**src/rtl/sll32_pipe.sv**
```systemverilog
// ---------------------------------------------------------------------------
// sll32_pipe -- pipelined 32-bit logical left shifter with carry-out.
//
// An input register captures each accepted operand pair. Five shift stages
// follow it, one per shift-amount bit (shifts of 1, 2, 4, 8 and 16). Each
// stage either shifts its word left, zero-filling from the LSB, or passes it
// through. The unshifted amount bits travel with the data. The carry is the
// last bit pushed past bit 31. Overall that is a[32-b] for b != 0, and 0
// for b == 0.
//
// The whole pipe advances in lock-step whenever the output slot is empty or
// is being consumed. Bubbles travel like data. An accepted operand appears
// on the output five edges after the edge that accepted it.
//
// Ports:
//   clk        system clock, rising edge
//   rst        synchronous reset, active-high
//   in_valid   a/b presented this cycle
//   in_ready   unit accepts this cycle (combinational from the advance term)
//   a          operand, 32 bits
//   b          shift amount, 0..31
//   out_valid  c/carry valid (registered)
//   out_ready  consumer accepts this cycle
//   c          a << b, zero-filled (registered)
//   carry      last bit shifted out, 0 when b == 0 (registered)
// ---------------------------------------------------------------------------

// Protocol checker: held outputs stay stable and in_ready follows the advance rule.
module sll32_pipe_chk #(
    parameter int WIDTH = 32
) (
    input logic             clk,
    input logic             rst,
    input logic             in_ready,
    input logic             out_valid,
    input logic             out_ready,
    input logic [WIDTH-1:0] c,
    input logic             carry
);

    // A stalled result must stay put until the consumer takes it.
    property p_hold;
        @(posedge clk) disable iff (rst)
            (out_valid && !out_ready) |=> (out_valid && $stable(c) && $stable(carry));
    endproperty
    a_hold: assert property (p_hold);

    // The input side is ready exactly when the pipe can advance.
    property p_ready;
        @(posedge clk) disable iff (rst)
            in_ready == (!out_valid || out_ready);
    endproperty
    a_ready: assert property (p_ready);

endmodule

module sll32_pipe #(
    parameter int WIDTH  = 32,
    parameter int STAGES = 5
) (
    input  logic             clk,
    input  logic             rst,
    input  logic             in_valid,
    output logic             in_ready,
    input  logic [WIDTH-1:0] a,
    input  logic [4:0]       b,
    output logic             out_valid,
    input  logic             out_ready,
    output logic [WIDTH-1:0] c,
    output logic             carry
);

    // Slot 0 is the input register. Slots 1..STAGES are the shift stages.
    // The last slot drives the outputs directly.
    localparam int NREG = STAGES + 1;

    typedef logic [WIDTH-1:0] word_t;

    word_t           data_r    [NREG];
    logic [4:0]      amt_r     [NREG];
    logic [NREG-1:0] vld_r;
    logic [NREG-1:0] cry_r;

    word_t           data_nx_s [NREG];
    logic [4:0]      amt_nx_s  [NREG];
    logic [NREG-1:0] cry_nx_s;
    logic [NREG-1:0] vld_src_s;
    logic            adv_s;

    // One shift stage. stg selects the shift distance (2^stg) and the amount
    // bit that enables it. The result is {carry, data}. When the stage is
    // disabled, the incoming carry and data pass through unchanged.
    function automatic logic [WIDTH:0] shift_stage(
        input logic [2:0] stg,
        input logic [4:0] amt,
        input word_t      d,
        input logic       cin
    );
        logic [WIDTH:0] r;
        r = {cin, d};
        case (stg)
            3'd0: begin
                if (amt[0]) r = {d[WIDTH-1],  d[WIDTH-2:0],  1'b0};
                else        r = {cin, d};
            end
            3'd1: begin
                if (amt[1]) r = {d[WIDTH-2],  d[WIDTH-3:0],  2'b00};
                else        r = {cin, d};
            end
            3'd2: begin
                if (amt[2]) r = {d[WIDTH-4],  d[WIDTH-5:0],  4'h0};
                else        r = {cin, d};
            end
            3'd3: begin
                if (amt[3]) r = {d[WIDTH-8],  d[WIDTH-9:0],  8'h00};
                else        r = {cin, d};
            end
            3'd4: begin
                if (amt[4]) r = {d[WIDTH-16], d[WIDTH-17:0], 16'h0000};
                else        r = {cin, d};
            end
            default: r = {cin, d};
        endcase
        return r;
    endfunction

    // Global advance: the pipe moves whenever the output slot is free or draining.
    always_comb begin
        adv_s    = ~vld_r[NREG-1] | out_ready;
        in_ready = adv_s;
    end

    // Next-state values for every slot. Each slot is fed from its predecessor.
    // Slot 0 is fed from the input ports.
    always_comb begin
        for (int j = 0; j < NREG; j++) begin
            data_nx_s[3'(j)] = data_r[3'(j)];
            amt_nx_s[3'(j)]  = amt_r[3'(j)];
        end
        cry_nx_s  = cry_r;
        vld_src_s = {vld_r[NREG-2:0], in_valid};

        // The input register starts every operation with a clear carry.
        data_nx_s[3'd0] = a;
        amt_nx_s[3'd0]  = b;
        cry_nx_s[3'd0]  = 1'b0;

        for (int j = 1; j < NREG; j++) begin
            {cry_nx_s[3'(j)], data_nx_s[3'(j)]} = shift_stage(3'(j - 1),
                                                              amt_r[3'(j - 1)],
                                                              data_r[3'(j - 1)],
                                                              cry_r[3'(j - 1)]);
            amt_nx_s[3'(j)] = amt_r[3'(j - 1)];
        end
    end

    // Pipeline registers. Valid bits always shift on advance. Payload is only
    // captured behind a valid bit, so idle cycles never pull unknown operand
    // values into the pipe.
    always_ff @(posedge clk) begin
        if (rst) begin
            vld_r <= {NREG{1'b0}};
            cry_r <= {NREG{1'b0}};
            for (int j = 0; j < NREG; j++) begin
                data_r[3'(j)] <= {WIDTH{1'b0}};
                amt_r[3'(j)]  <= 5'd0;
            end
        end else if (adv_s) begin
            vld_r <= vld_src_s;
            for (int j = 0; j < NREG; j++) begin
                if (vld_src_s[3'(j)]) begin
                    data_r[3'(j)] <= data_nx_s[3'(j)];
                    amt_r[3'(j)]  <= amt_nx_s[3'(j)];
                    cry_r[3'(j)]  <= cry_nx_s[3'(j)];
                end else begin
                    data_r[3'(j)] <= data_r[3'(j)];
                    amt_r[3'(j)]  <= amt_r[3'(j)];
                    cry_r[3'(j)]  <= cry_r[3'(j)];
                end
            end
        end else begin
            vld_r <= vld_r;
            cry_r <= cry_r;
        end
    end

    // The outputs come straight from the last slot's flops.
    always_comb begin
        out_valid = vld_r[NREG-1];
        c         = data_r[NREG-1];
        carry     = cry_r[NREG-1];
    end

    sll32_pipe_chk #(
        .WIDTH (WIDTH)
    ) u_chk (
        .clk       (clk),
        .rst       (rst),
        .in_ready  (in_ready),
        .out_valid (out_valid),
        .out_ready (out_ready),
        .c         (c),
        .carry     (carry)
    );

endmodule

```
**config.mk**
```make
export PLATFORM = sky130hd
export DESIGN_NAME = sll32_pipe
export DESIGN_NICKNAME = d
export VERILOG_FILES = /design/src/rtl/sll32_pipe.sv
export SDC_FILE = /design/constraint.sdc
export NUM_CORES = 1
export LEC_CHECK = 0
export ABC_AREA = 1
export BUFFER_PORTS_ARGS = -buffer_cell sky130_fd_sc_hd__buf_4
export CORE_MARGIN = 2
export CORE_UTILIZATION = 28
export DETAILED_ROUTE_END_ITERATION = 10
export GPL_TIMING_DRIVEN = 0
export PLACE_DENSITY = 0.83
export SETUP_SLACK_MARGIN = 0.15
export SYNTH_ARGS = -nofsm -noshare
export SYNTH_HDL_FRONTEND = slang
export SYNTH_HIERARCHICAL = 1
export SYNTH_SLANG_ARGS = --single-unit
```
**constraint.sdc**
```tcl
create_clock -name clk -period 1.1 [get_ports clk]
set_input_delay 0.33 -clock clk [delete_from_list [all_inputs] [get_ports clk]]
set_output_delay 0.33 -clock clk [all_outputs]
set_load 0.1 [all_outputs]
```
==> impl_metrics.json, run 1 <==
{
  "status": "finished with violations",
  "violations": "setup timing",
  "top_register": "vld_r",
  "crit_fanout": 4,
  "fin_area_um2": 795,
  "wl_per_cell_um": 5.96,
  "required_ns": 0.77,
  "grt_antenna_before_repair": 0,
  "synthToLayoutAreaGrowth_pct": 59.5,
  "portBuffers": 5,
  "start_util_pct": 29.2,
  "rows": 15,
  "die_x_um": 46.2,
  "die_h_um": 46.2,
  "cap_violations": 0,
  "start_kind": "flop",
  "grt_pass1_wl_um": 1240,
  "core_um2": 1710,
  "ys_async_sr_fraction_pct": 0,
  "drc": 0,
  "hold_path.class": "input pin to flop",
  "synth_flop_cell": "dfxtp_1",
  "htreeDepth": 1,
  "die_area_um2": 2130,
  "grt_pass1_vias": 334,
  "drive_above_1_share_pct": 44.0,
  "drt_pass1_iterations": 2,
  "cts-buffers-inserted": 3,
  "yosysTopAreaCell": "buf_4",
  "top_regs": "vld_r x6",
  "syn_avg_cell_area_um2": 7.01,
  "finalCritPeriodShare_pct": 109,
  "cts_buffer_depth": 2,
  "ys_warn_count": 6,
  "fin_cells": 141,
  "largest_register_ffs": 6,
  "cts.sinks": 6,
  "gp_congestion": 0.657,
  "synth_top_cells_by_count": "buf_4 (33), nor2_1 (10), inv_1 (7)",
  "critPathCaptureType": "primary output",
  "clock_latency_ns": 0.25,
  "finalMaxSlewViolations": 0,
  "yosys.area.top_type_share_pct": 49.7,
  "place_inst": 133,
  "r2r_cells": 5,
  "drtIter0Drc": 4,
  "ys_seq_area_share_pct": 24.1,
  "rsz0062_at_grt": "yes",
  "clkTransAtPathRegs_ns": 0.05,
  "p_leak_nw": 0.458,
  "tritoncts": "done",
  "vdd_drop_max_v": 0.000754,
  "synthDistinctLibCells": 10,
  "wirelength_um": 840,
  "overflow": 0,
  "ios": 76,
  "period_minus_slack_ns": 1.20,
  "diodes": 0,
  "setup_violations": 2,
  "via_per_inst": 3.07,
  "cellPowerDensity_nw_per_um2": 1370,
  "clock.fmax_mhz": 831,
  "crit_arrival_ns": 0.87,
  "grt_usage_pct": 8.55,
  "root_buffer": "clkbuf_4",
  "yosysMostFrequentCell": "buf_4",
  "final_antenna_net_count": 0,
  "post-route-util_pct": 46.5,
  "placedInstanceArea_um2": 712,
  "p_total_mw": 1.09,
  "syn_area_um2": 498,
  "hold_depth": 2,
  "ys_top_cells_by_area": "buf_4 (50%), dfxtp_1 (24%), nor2_1 (7.5%), inv_1 (5.3%), nand3_1 (5.0%)",
  "num_vias": 433,
  "grt_start_max_net_pins": 6,
  "setup_ws_ns": -0.104,
  "worst-setup-path-type": "flop to primary output",
  "dp_hpwl_um": 641,
  "hold_viol": 0,
  "finalNetCount": 158,
  "hold_buffers": 0,
  "synth_cells": 71,
  "tns_ns": -0.191,
  "ys_seq_elements": 6,
  "synth_edf_count": 0,
  "fin_skew_ns": 0.0106
}
per-stage QoR:
| stage | hold slack (ns) | setup WS (ns) |
|---|---|---|
| 4_1_cts | 0.225 | -0.109 |
| 5_1_grt | 0.220 | -0.131 |
| 6_report | 0.231 | -0.104 |
| 3_3_place_gp | 0.427 | -0.198 |
| 2_1_floorplan | 0.389 | 0.00271 |
| 3_5_place_dp | 0.443 | -0.209 |
worst max-delay path, cell delays in order, from the launching register on:
cell	delay, ns
dfxtp_4	0.40
nand2_8	0.06
buf_12	0.16
cell usage in the layout, fill, tap and decap left out:
master,netlist,routed
buf_12,0,1
nand2_1,6,5
nand2_8,0,1
nor2_2,1,1
clkbuf_1,0,1
clkinvlp_4,0,1
inv_2,1,1
buf_4,33,40
a21oi_1,1,1
inv_1,7,6
nor2_4,0,1
dfxtp_4,0,1
nor2_1,10,9
clkbuf_4,0,3
dfxtp_1,6,5
buf_8,0,1
nand3_1,5,5
conb_1,1,33
cell type report:
class / instances / area, um^2
plain buffers: 33 / 248
clock buffers: 4 / 26.3
fillers: 187 / 913
inverters: 8 / 33.8
multi-input cells: 56 / 244
flip-flops and latches: 6 / 124
well taps: 25 / 31.3
repair buffers: 9 / 87.6
kinds of logic (layout without fill, tap and decap cells):
| family | count (synthesis) | in the layout | synth area share (%) |
|---|---|---|---|
| buffers and inverters | 41 | 54 | 55.8 |
| and+or+nand+nor | 22 | 22 | 18.3 |
| DFF | 6 | 6 | 24.1 |
| other | 1 | 33 | 0.753 |
| AOI/OAI and AO/OA | 1 | 1 | 1.00 |
layer usage:
metal / routed length [um] / global-route usage, % / up-vias
met5: 0 / 0 / -
met4: 0 / 2.29 / 0
li1: - / - / 235
met2: 441 / 15.3 / 23
met1: 295 / 6.79 / 175
met3: 103 / 7.45 / 0
report_power, final:
group          switching (mW)  internal [mW]
combinational           0.533          0.104
sequential            0.00504          0.224
clock                  0.0877          0.138
total                   0.626          0.465
path summary, 6_finish.rpt:
path / start / to / slack [ns]
worst max register to register: vld_r[5] / vld_r[1] / 0.18
worst max-delay path: vld_r[5] / in_ready / -0.10
worst min register to register: vld_r[2] / vld_r[3] / 0.45
worst min-delay path: rst / vld_r[5] / 0.23
timing repair:
item	CTS	global route
hold endpoints to repair	0	0
pin swaps	1	6
setup buffers	3	1
resized for setup	6	1
endpoints found under the setup margin	2	2
No activity file was read; power rests on OpenSTA's default activity.
==> run 2: changes to the inputs <==
--- a/config.mk
+++ b/config.mk
@@ -7,8 +7,10 @@
 export LEC_CHECK = 0
 export ABC_AREA = 1
 export BUFFER_PORTS_ARGS = -buffer_cell sky130_fd_sc_hd__buf_4
+export CELL_PAD_IN_SITES_DETAIL_PLACEMENT = 1
+export CELL_PAD_IN_SITES_GLOBAL_PLACEMENT = 1
 export CORE_MARGIN = 2
-export CORE_UTILIZATION = 28
+export CORE_UTILIZATION = 16
 export DETAILED_ROUTE_END_ITERATION = 10
 export GPL_TIMING_DRIVEN = 0
 export PLACE_DENSITY = 0.83
==> impl_metrics.json, run 2 (synthesis gave the netlist of run 1 again) <==
{
  "rsz0062_at_grt": "yes",
  "die_x_um": 59.8,
  "portBuffers": 5,
  "top_regs": "vld_r x6",
  "grt_pass1_vias": 365,
  "die_h_um": 59.8,
  "hold_path.class": "input pin to flop",
  "layout_commonest_cell": "buf_4",
  "cts.sinks": 6,
  "start_kind": "flop",
  "post-route-util_pct": 27.2,
  "wirelength_um": 1070,
  "cap_violations": 0,
  "hp-start": "rst",
  "start_util_pct": 16.6,
  "setup_ws_ns": -0.108,
  "core_um2": 3000,
  "tns_ns": -0.201,
  "required_ns": 0.77,
  "drive_above_1_share_pct": 44.4,
  "rows": 20,
  "r2r_start": "vld_r[5]",
  "fin_skew_ns": 0.00997,
  "p_leak_nw": 0.467,
  "dr_wl_met3_um": 103,
  "wl_per_cell_um": 7.15,
  "dp_hpwl_um": 766,
  "layout_common_cells": "buf_4 (40), conb_1 (33), nor2_1 (9)",
  "crit_fanout": 4,
  "m1WireLength_um": 372,
  "root_buffer": "clkbuf_4",
  "drtIter0Drc": 4,
  "top_register": "vld_r",
  "overflow": 0,
  "via_per_inst": 2.98,
  "clkTransAtPathRegs_ns": 0.05,
  "cts_buffer_depth": 2,
  "cts-buffers-inserted": 3,
  "die_area_um2": 3570,
  "grt_antenna_before_repair": 0,
  "critPathCaptureType": "primary output",
  "synthToLayoutAreaGrowth_pct": 63.8,
  "top_layer": "met4",
  "drt_pass1_iterations": 2,
  "finalMaxSlewViolations": 0,
  "finalCritPeriodShare_pct": 110,
  "tritoncts": "done",
  "fin_cells": 150,
  "gp_congestion": 0.694,
  "clock.fmax_mhz": 828,
  "finalNetCount": 159,
  "reg2reg_to": "vld_r[3]",
  "final_antenna_net_count": 0,
  "status": "finished with violations",
  "reg2reg_slack_ns": 0.06,
  "grt_pass1_wl_um": 1620,
  "place_inst": 141,
  "grt_start_max_net_pins": 6,
  "r2r_cells": 6,
  "crit_arrival_ns": 0.88,
  "diodes": 0,
  "period_minus_slack_ns": 1.21,
  "htreeDepth": 1,
  "route.met2.wl_um": 590,
  "num_vias": 447,
  "worstHoldEndpoint": "vld_r[5]",
  "clock_latency_ns": 0.25,
  "grt_usage_pct": 6.26,
  "setup_violations": 2,
  "cellPowerDensity_nw_per_um2": 1340,
  "hold_depth": 2,
  "ios": 76,
  "violations": "setup timing",
  "hold_viol": 0,
  "vdd_drop_max_v": 0.000773,
  "largest_register_ffs": 6,
  "drc": 0,
  "worst-setup-path-type": "flop to primary output"
}
-- run 2: cell count changes in the layout (fill, tap and decap cells not counted) --
cell   before  now
buf_6       0    1
-- run 2: how the worst max path moves through the flow --
stage	startpoint	end	slack [ns]	cells after the start
finish	vld_r[5]	in_ready	-0.11	2
global route	vld_r[5]	in_ready	-0.14	2
CTS	vld_r[5]	in_ready	-0.11	2
detailed placement	out_ready	in_ready	-0.23	4
global placement	out_ready	in_ready	-0.23	4
floorplan	vld_r[5]	in_ready	0.003	1
-- run 2: worst max-delay path, stage by stage, from the launching register on --
cell     delay [ns]
dfxtp_4        0.40
nand2_8        0.06
buf_12         0.16
-- run 2: metrics by stage --
| step | hold slack, ns | setup slack, ns | power, mW | instance area (um^2) |
|---|---|---|---|---|
| 6_report | 0.227 | -0.108 | 1.09 | 816 |
| 5_1_grt | 0.217 | -0.135 | 1.14 | 816 |
| 4_1_cts | 0.222 | -0.111 | 1.10 | 802 |
| 3_5_place_dp | 0.437 | -0.231 | 0.857 | 722 |
| 3_3_place_gp | 0.432 | -0.229 | 0.855 | 722 |
| 2_1_floorplan | 0.389 | 0.00271 | 0.840 | 643 |
-- run 2: final cells by class --
type	count	area, um^2
clock buffers	4	26.3
fillers	399	2190
plain buffers	33	248
well taps	33	41.3
repair buffers	10	98.8
flip-flops and latches	6	124
inverters	8	33.8
multi-input cells	56	244
-- run 2: layer usage --
layer  vias to the layer above  global-route usage, %
li1                        235                      -
met1                       186                   6.63
met2                        24                   11.2
met3                         2                   2.60
met4                         0                   1.90
met5                         -                      0
-- run 2: report_power, final --
group	switching (mW)	internal (mW)	leakage, nW
logic	0.537	0.104	0.402
clock network	0.0863	0.138	0.0150
registers	0.00549	0.224	0.0498
total	0.629	0.465	0.467
-- run 2: repair_timing --
action / in CTS / in global routing
endpoints found under the setup margin: 2 / 7
pin swaps: 2 / 3
resized for setup: 6 / 2
hold buffers: 0 / 0
setup buffers: 4 / 1
==> run 3: changes to the inputs <==
--- a/config.mk
+++ b/config.mk
@@ -9,11 +9,12 @@
 export BUFFER_PORTS_ARGS = -buffer_cell sky130_fd_sc_hd__buf_4
 export CELL_PAD_IN_SITES_DETAIL_PLACEMENT = 1
 export CELL_PAD_IN_SITES_GLOBAL_PLACEMENT = 1
-export CORE_MARGIN = 2
-export CORE_UTILIZATION = 16
+export CORE_MARGIN = 5
+export CORE_UTILIZATION = 17
+export CTS_BUF_LIST = sky130_fd_sc_hd__clkbuf_4 sky130_fd_sc_hd__clkbuf_8
 export DETAILED_ROUTE_END_ITERATION = 10
 export GPL_TIMING_DRIVEN = 0
-export PLACE_DENSITY = 0.83
+export PLACE_DENSITY = 0.87
 export SETUP_SLACK_MARGIN = 0.15
 export SYNTH_ARGS = -nofsm -noshare
 export SYNTH_HDL_FRONTEND = slang
==> impl_metrics.json, run 3 (synthesis gave the netlist of run 1 again) <==
{
  "start_util_pct": 17.9,
  "power.share.sequential_pct": 20.4,
  "core_um2": 2780,
  "htreeDepth": 1,
  "via_per_inst": 3.14,
  "switchingPower_uw": 631,
  "placedInstanceArea_um2": 719,
  "cellPowerDensity_nw_per_um2": 1390,
  "rows": 19,
  "cts_buffer_depth": 2,
  "wirelength_um": 1070,
  "tritoncts": "done",
  "seq_area_um2": 124,
  "clock_latency_ns": 0.25,
  "grt_antenna_before_repair": 0,
  "rsz0062_at_grt": "yes",
  "dp_hpwl_um": 851,
  "layout_commonest_cell": "buf_4",
  "nFillCells": 352,
  "finalNetCount": 157,
  "finalCritPeriodShare_pct": 108,
  "worst-setup-path-type": "flop to primary output",
  "vdd_drop_max_v": 0.000644,
  "synthToLayoutAreaGrowth_pct": 62.1,
  "cap_violations": 0,
  "status": "finished with violations",
  "swShare_pct": 56.3,
  "overflow": 0,
  "start_kind": "flop",
  "final_antenna_net_count": 0,
  "grt_pass1_wl_um": 1750,
  "multi_input_area_um2": 249,
  "critPathCaptureType": "primary output",
  "portBuffers": 5,
  "die_h_um": 64.1,
  "grt_start_max_net_pins": 7,
  "period_minus_slack_ns": 1.19,
  "layout_common_cells": "buf_4 (38), conb_1 (33), nor2_1 (7)",
  "fin_skew_ns": 0.0105,
  "drive_above_1_share_pct": 46.1,
  "root_buffer": "clkbuf_4",
  "setup_ws_ns": -0.0879,
  "intPower_uw": 490,
  "required_ns": 0.77,
  "post-route-util_pct": 29.0,
  "top_regs": "vld_r x6",
  "cts-buffers-inserted": 3,
  "hold_path.class": "input pin to flop",
  "violations": "setup timing",
  "cts.sinks": 6,
  "fin_area_um2": 807,
  "clock.fmax_mhz": 842,
  "hold_viol": 0,
  "clock_power_share_pct": 22.6,
  "die_area_um2": 4110,
  "gp_congestion": 0.698,
  "crit_arrival_ns": 0.86,
  "drc": 0,
  "largest_register_ffs": 6,
  "finalMaxSlewViolations": 0,
  "diodes": 0,
  "p_leak_nw": 0.462,
  "top_register": "vld_r",
  "grt_pass1_vias": 452,
  "die_x_um": 64.1,
  "grt_usage_pct": 5.51,
  "drt_pass1_iterations": 2,
  "pwr-share-comb_pct": 57.0,
  "wl_per_cell_um": 7.29,
  "setup_violations": 2,
  "drtIter0Drc": 6,
  "num_vias": 459,
  "crit_fanout": 3,
  "ios": 76,
  "clkTransAtPathRegs_ns": 0.05
}
-- run 3: changes by cell type in the layout (fill, tap and decap cells not counted) --
| cell | delta |
|---|---|
| buf_4 | -2 |
| nor2_1 | -2 |
| nor2_2 | +2 |
| clkbuf_1 | -1 |
| clkbuf_4 | +1 |
-- run 3: path summary, 6_finish.rpt --
check | depth (start not counted) | slack, ns | startpoint | to
worst max register to register | 6 | 0.07 | vld_r[5] | vld_r[1]
worst min register to register | 2 | 0.46 | vld_r[4] | vld_r[5]
worst min-delay path | 2 | 0.23 | rst | vld_r[5]
worst max-delay path | 2 | -0.09 | vld_r[5] | in_ready
-- run 3: timing repair --
item	4_1_cts	5_1_grt
pin swaps	2	3
endpoints found under the setup margin	2	7
setup buffers	2	1
hold buffers	0	0
gates resized for setup	6	4
-- run 3: power groups by stage --
stage | clock (mW) | combinational (mW) | sequential (mW)
after floorplan | 0 | 0.603 | 0.236
after global placement | 0 | 0.622 | 0.233
final | 0.253 | 0.640 | 0.229
after detailed placement | 0 | 0.623 | 0.233
after CTS | 0.267 | 0.631 | 0.228
after global routing | 0.287 | 0.663 | 0.229
-- run 3: worst max-delay path: stages (launching register included) --
cell and delay, ns:
dfxtp_4 0.39, nand2_8 0.06, buf_12 0.16
-- run 3: per-layer routing --
layer  routed length (um)  global-route usage, %  vias up
li1                     -                      -      234
met1                  379                   5.76      197
met2                  543                   8.42       26
met3                  136                   4.55        2
met4                    6                   1.53        0
met5                    0                      0        -
-- run 3: metrics by stage --
stage               setup WS (ns)  cells  TNS, ns  hold slack, ns  total power, mW
floorplan                 0.00271    103        0           0.389            0.840
global placement           -0.215    139   -0.215           0.435            0.855
detailed placement         -0.222    139   -0.222           0.444            0.856
CTS                        -0.101    145   -0.191           0.221             1.13
global route               -0.125    146   -0.231           0.220             1.18
finish                    -0.0879    146   -0.164           0.229             1.12
-- run 3: cell type report --
| class | count | share of cell area, % |
|---|---|---|
| multi-input cells | 56 | 30.9 |
| plain buffers | 33 | 30.7 |
| flip-flops and latches | 6 | 15.3 |
| repair buffers | 8 | 10.4 |
| well taps | 31 | 4.81 |
| inverters | 8 | 4.19 |
| clock buffers | 4 | 3.72 |
